**config.mk**
```make
export PLATFORM = sky130hd
export DESIGN_NAME = respondedor_es
export DESIGN_NICKNAME = d
export VERILOG_FILES = /design/src/rtl/respondedor_es_pkg.sv /design/src/rtl/respondedor_es_sincronizador.sv /design/src/rtl/respondedor_es.sv
export SDC_FILE = /design/constraint.sdc
export NUM_CORES = 1
export LEC_CHECK = 0
export ABC_AREA = 0
export BUFFER_PORTS_ARGS = -buffer_cell sky130_fd_sc_hd__buf_2
export CELL_PAD_IN_SITES_DETAIL_PLACEMENT = 1
export CELL_PAD_IN_SITES_GLOBAL_PLACEMENT = 1
export CORE_MARGIN = 10
export CORE_UTILIZATION = 42
export CTS_CLUSTER_DIAMETER = 120
export DETAILED_ROUTE_END_ITERATION = 16
export GPL_TIMING_DRIVEN = 1
export PLACE_DENSITY_LB_ADDON = 0.1
export REMOVE_ABC_BUFFERS = 1
export SLEW_MARGIN = 0
export SYNTH_ARGS = -nofsm -noshare
export SYNTH_HDL_FRONTEND = slang
export SYNTH_HIERARCHICAL = 1
export SYNTH_SLANG_ARGS = --single-unit
```
**constraint.sdc**
```tcl
create_clock -name clk -period 2.1 [get_ports clk]
set_clock_uncertainty 0.05 [all_clocks]
set_input_delay 0.21 -clock clk [delete_from_list [all_inputs] [get_ports clk]]
set_output_delay 0.21 -clock clk [all_outputs]
set_load 0.02 [all_outputs]
```
**src/rtl/respondedor_es_pkg.sv**
```systemverilog
// Shared constants for the I/O responder: register offsets, CTRL/PEND bit
// positions and the interrupt codes handed to the processor core.
package es_pkg;

  localparam logic [2:0] OFF_SAL0    = 3'd0;
  localparam logic [2:0] OFF_SAL1    = 3'd1;
  localparam logic [2:0] OFF_ENT0    = 3'd2;
  localparam logic [2:0] OFF_ENT1    = 3'd3;
  localparam logic [2:0] OFF_RECARGA = 3'd4;
  localparam logic [2:0] OFF_CUENTA  = 3'd5;
  localparam logic [2:0] OFF_CTRL    = 3'd6;
  localparam logic [2:0] OFF_PEND    = 3'd7;

  localparam int CTRL_RUN = 0;
  localparam int CTRL_TIE = 1;
  localparam int CTRL_IE0 = 2;
  localparam int CTRL_IE1 = 3;

  localparam int PEND_TIM = 0;
  localparam int PEND_E0  = 1;
  localparam int PEND_E1  = 2;

  localparam logic [2:0] IRQ_NINGUNA = 3'b000;
  localparam logic [2:0] IRQ_TIMER   = 3'b001;
  localparam logic [2:0] IRQ_ENT0    = 3'b010;
  localparam logic [2:0] IRQ_ENT1    = 3'b011;

endpackage

```
**src/rtl/respondedor_es_sincronizador.sv**
```systemverilog
// Two-flop synchronizer bringing an asynchronous device port into clk.
module sincronizador #(
  parameter int W = 8
) (
  input  logic         clk,
  input  logic         reset,
  input  logic [W-1:0] d,
  output logic [W-1:0] q
);

  logic [W-1:0] meta;

  always_ff @(posedge clk) begin
    if (reset) begin
      meta <= '0;
      q    <= '0;
    end else begin
      meta <= d;
      q    <= meta;
    end
  end

endmodule

```
**src/rtl/respondedor_es.sv**
```systemverilog
// I/O bus responder: output/input ports, prescaled down-counter timer and
// a registered fixed-priority interrupt code for the core.
module respondedor_es
  import es_pkg::*;
#(
  parameter logic [7:0] BASE     = 8'h80,
  parameter int         PRESCALE = 4
) (
  input  logic        clk,
  input  logic        reset,
  input  logic        enable_wishbone,
  input  logic        rd,
  input  logic        wr,
  input  logic [15:0] dir,
  input  logic [7:0]  datos_cpu,
  output logic [7:0]  datos_es,
  output logic [2:0]  interrupciones,
  input  logic [7:0]  ent0,
  input  logic [7:0]  ent1,
  output logic [7:0]  sal0,
  output logic [7:0]  sal1
);

  localparam int PW = (PRESCALE > 1) ? $clog2(PRESCALE) : 1;
  localparam logic [PW-1:0] PRESC_MAX = PW'(PRESCALE - 1);

  logic          sel;
  logic [2:0]    off;
  logic          wrEn;
  logic [7:0]    sal0Reg, sal1Reg, recarga, cuenta;
  logic [3:0]    ctrl;
  logic [2:0]    pend, pendSet, pendClr;
  logic [PW-1:0] presc;
  logic [7:0]    ent0Sync, ent1Sync, ent0Prev, ent1Prev;
  logic          tick, startLoad;
  logic [2:0]    irqNext;

  sincronizador #(.W(8)) uSync0 (.clk(clk), .reset(reset), .d(ent0), .q(ent0Sync));
  sincronizador #(.W(8)) uSync1 (.clk(clk), .reset(reset), .d(ent1), .q(ent1Sync));

  assign sel  = enable_wishbone && (dir[15:8] == BASE) && (dir[7:3] == 5'd0);
  assign off  = dir[2:0];
  assign wrEn = sel && wr;

  // Reload on RECARGA writes (with the new value) or on a 0->1 run edge.
  assign startLoad = (wrEn && off == OFF_RECARGA) ||
                     (wrEn && off == OFF_CTRL && datos_cpu[CTRL_RUN] && !ctrl[CTRL_RUN]);
  assign tick      = ctrl[CTRL_RUN] && (presc == PRESC_MAX);

  always_comb begin
    pendSet           = '0;
    pendSet[PEND_TIM] = tick && (cuenta == 8'd0);
    pendSet[PEND_E0]  = (ent0Sync != ent0Prev);
    pendSet[PEND_E1]  = (ent1Sync != ent1Prev);
    pendClr           = (wrEn && off == OFF_PEND) ? datos_cpu[2:0] : 3'b000;
  end

  always_comb begin
    irqNext = IRQ_NINGUNA;
    if (pend[PEND_TIM] && ctrl[CTRL_TIE])     irqNext = IRQ_TIMER;
    else if (pend[PEND_E0] && ctrl[CTRL_IE0]) irqNext = IRQ_ENT0;
    else if (pend[PEND_E1] && ctrl[CTRL_IE1]) irqNext = IRQ_ENT1;
  end

  always_ff @(posedge clk) begin
    if (reset) begin
      sal0Reg        <= '0;
      sal1Reg        <= '0;
      recarga        <= '0;
      cuenta         <= '0;
      ctrl           <= '0;
      pend           <= '0;
      presc          <= '0;
      ent0Prev       <= '0;
      ent1Prev       <= '0;
      interrupciones <= IRQ_NINGUNA;
    end else begin
      if (wrEn && off == OFF_SAL0)    sal0Reg <= datos_cpu;
      if (wrEn && off == OFF_SAL1)    sal1Reg <= datos_cpu;
      if (wrEn && off == OFF_RECARGA) recarga <= datos_cpu;
      if (wrEn && off == OFF_CTRL)    ctrl    <= datos_cpu[3:0];

      // Set beats write-1-clear when both hit the same bit.
      pend <= (pend & ~pendClr) | pendSet;

      if (startLoad) begin
        cuenta <= (wrEn && off == OFF_RECARGA) ? datos_cpu : recarga;
        presc  <= '0;
      end else if (!ctrl[CTRL_RUN]) begin
        presc <= '0;
      end else if (tick) begin
        presc  <= '0;
        cuenta <= (cuenta == 8'd0) ? recarga : cuenta - 8'd1;
      end else begin
        presc <= presc + PW'(1);
      end

      ent0Prev       <= ent0Sync;
      ent1Prev       <= ent1Sync;
      interrupciones <= irqNext;
    end
  end

  always_comb begin
    datos_es = 8'h00;
    if (sel && rd) begin
      case (off)
        OFF_SAL0:    datos_es = sal0Reg;
        OFF_SAL1:    datos_es = sal1Reg;
        OFF_ENT0:    datos_es = ent0Sync;
        OFF_ENT1:    datos_es = ent1Sync;
        OFF_RECARGA: datos_es = recarga;
        OFF_CUENTA:  datos_es = cuenta;
        OFF_CTRL:    datos_es = {4'b0000, ctrl};
        OFF_PEND:    datos_es = {5'b00000, pend};
        default:     datos_es = 8'h00;
      endcase
    end
  end

  assign sal0 = sal0Reg;
  assign sal1 = sal1Reg;

endmodule

```
==> impl_metrics.ini <==
[yosys]
syn_inst = 433
synth_edf_count = 0
synth_area_leaders = dfxtp_1, mux2i_1, nor2_1
synthArstFlopShare_pct = 0
syn_area_sq_um = 4115
synth_seq_cells = 91
yosysUniqueCellTypes = 55
yosysWarnings = 6
synth_top_cell_by_area = dfxtp_1
postSynthAreaPerCell_sq_um = 9.504
synth_ff_type = dfxtp_1
ys_seq_area_share_pct = 44.27
synth_top_area_share_pct = 44.27

[die]
dieArea_sq_um = 14160
initial_core_util_pct = 42.69
die_w_um = 119.0
rows = 36
core_region_area_sq_um = 9639
ios = 72
dieHeight_um = 119.0

[worst_setup_path]
required_ns = 1.84
critPathKind = register to output port
worst-path-max-fanout = 3
crit_path_start_kind = register
cp_data_arrival_time_ns = 1.74
reg2reg_from = cuenta[0]$_SDFFE_PP0P_
cp-end-kind = output port
r2r-end = cuenta[0]$_SDFFE_PP0P_
worst-r2r-cell-count = 7
reg2reg_slack_ns = 0.21

[global_routing]
grt.overflow.total = 0
groute.usage.overall_pct = 17.07
grt_pass1_wl_um = 19400
first_global_vias = 3617
grt_max_degree = 39
antenna_found_initial = 0

[timing]
fmax_ghz = 0.4992
hold_viol_final = 0
finalCritPeriodShare_pct = 95.39
fin_setup_tns_ns = 0
worst_slack_ns = 0.09690
rsz0062_at_grt = false
min_period_ns = 2.003
finalMaxSlewViolations = 0
setup_violations = 0

[clocking]
clk_latency_ns = 0.38
cts_root_buf = clkbuf_8
ctsHtreeMaxLevel = 3
cts_made_buffers = 9
post_cts_buffers = 0
cts_sinks = 91
tritoncts = done
clockBufferDepth = 2
path_clk_slew_ns = 0.08

[detailed_routing]
wire_per_inst_um = 18.22
viasPerCell = 5.229
drc = 0
ant_nets = 0
postRouteWirelength_um = 12020
drt_iter0_drc = 188
firstDrtPassIters = 4
dr_total_vias = 3451

[hold_path]
min_from = ent0[3]
holdPathStages = 2
hold_end = uSync0/meta[3]$_SDFF_PP0_
min_path_type = primary input to register

[finish]
layoutNonFillerInstCount = 660
antennaDiodeCount = 0
area_growth_pct = 21.37
layout-drive-gt1-share_pct = 27.32
final_nets = 570
fin_area_sq_um = 4995

[place]
hpwl_um = 9084
place_ws_ns = 0.1499
placed_area_sq_um = 4657
place_congestion = 0.8503
io_buffers = 70
dp_cells = 630

[pwr]
p_leak_nw = 2.024
p_per_area_nw_per_um2 = 655.1
ir_drop_mv = 0.4075

[flow_run]
drv_cap = 0

[run_status]
outcome = finished, final reports clean
-- state kept, by name, summed over array words and instances (netlist names), 4 cells and up --
register	cells
uSync1/q	8
ctrl	4
recarga	8
uSync1/meta	8
sal0	8
uSync0/meta	8
ent0Prev	8
ent1Prev	8
sal1	8
cuenta	8
uSync0/q	8
-- layout by cell type, fill, tap and decap left out, types with 5 or more instances in the layout --
cell / count
a211oi_1: 16
a21oi_1: 20
and2b_2: 12
buf_2: 70
buf_4: 16
clkbuf_8: 9
dfxtp_1: 91
dlygate4sd3_1: 14
inv_1: 5
mux2i_1: 36
nand2_1: 30
nand3_1: 9
nand4_1: 9
nor2_1: 50
nor2b_1: 26
nor2b_2: 14
o21ai_0: 12
xnor2_1: 16
-- cell families after synthesis --
group / Yosys count / share of synthesized area (%)
multiplexers: 38 / 9.577
XOR/XNOR: 16 / 3.405
AND/OR/NAND/NOR: 176 / 25.11
AO/OA/AOI/OAI: 79 / 13.29
other: 1 / 0.09113
adder cells (fa/ha/maj): 3 / 0.9122
buffers and inverters: 29 / 3.344
flip-flops: 91 / 44.27
-- synthesized netlist by cell type, drive strengths merged (2+ instances only) --
cell / number
a31oi: 2
a22o: 3
buf: 11
nor2: 50
o21ai: 12
mux2i: 36
o32ai: 3
o211ai: 3
nor3: 2
or3: 3
and2b: 12
nand2b: 3
dfxtp: 91
nor2b: 40
nand2: 31
o22ai: 2
a21oi: 20
a2bb2oi: 3
a211oi: 17
or2: 2
nand3: 11
a221oi: 3
nor3b: 2
inv: 6
and3: 3
nand4: 10
nor4: 3
ha: 3
xnor2: 16
clkbuf: 12
o2bb2ai: 4
-- worst max-delay path by stage --
stage | from | slack [ns] | depth (start not counted) | endpoint
floorplan | dir[9] | 0.29 | 4 | datos_es[0]
global placement | dir[1] | 0.20 | 7 | datos_es[4]
detailed placement | dir[1] | 0.15 | 7 | datos_es[7]
CTS | uSync1/q[1]$_SDFF_PP0_ | 0.09 | 5 | datos_es[1]
global route | uSync1/q[1]$_SDFF_PP0_ | 0.008 | 5 | datos_es[1]
finish | uSync1/q[1]$_SDFF_PP0_ | 0.1 | 5 | datos_es[1]
-- metrics by stage --
step           hold WS [ns]  util, %  total power, mW
4_1_cts            0.001423    51.77            3.315
3_5_place_dp         0.3743    48.31            2.104
2_1_floorplan        0.2258        -            1.937
6_report            0.01196    51.82            3.272
3_3_place_gp         0.3572    48.31            2.096
5_1_grt             0.01264    51.82            3.420
-- cell type report --
cell class | count | area (sq um)
flip-flops and latches | 91 | 1822
clock buffers | 10 | 127.6
repair buffers | 101 | 630.6
multi-input cells | 313 | 2161
clock inverters | 6 | 65.06
inverters | 6 | 22.52
well taps | 133 | 166.4
fillers | 1136 | 4644
-- repair_timing --
action / 4_1_cts / 5_1_grt
endpoints found under the hold margin: 14 / 0
endpoints found under the setup margin: 0 / 1
hold buffers: 14 / 0
gates resized for setup: 0 / 1
-- power breakdown --
part | switching [mW] | total, mW | leakage [nW] | internal [mW]
registers | 0.0236 | 1.79 | 0.742 | 1.76
logic | 0.154 | 0.295 | 1.19 | 0.141
clock network | 0.636 | 1.19 | 0.0966 | 0.553
total | 0.814 | 3.27 | 2.02 | 2.46
-- layer usage --
| layer | routed length [um] | track usage [%] |
|---|---|---|
| met1 | 5417 | 20.96 |
| met2 | 5748 | 28.11 |
| met3 | 612 | 3.684 |
| met4 | 245 | 7.557 |
| met5 | 0 | 0 |
-- worst max-delay path: stages, from the launching register on --
cell	delay, ns
dfxtp_1	0.40
mux2i_1	0.12
o211ai_1	0.23
o21ai_0	0.12
a211oi_1	0.29
buf_2	0.22
Power figures use the tool's default switching activity.
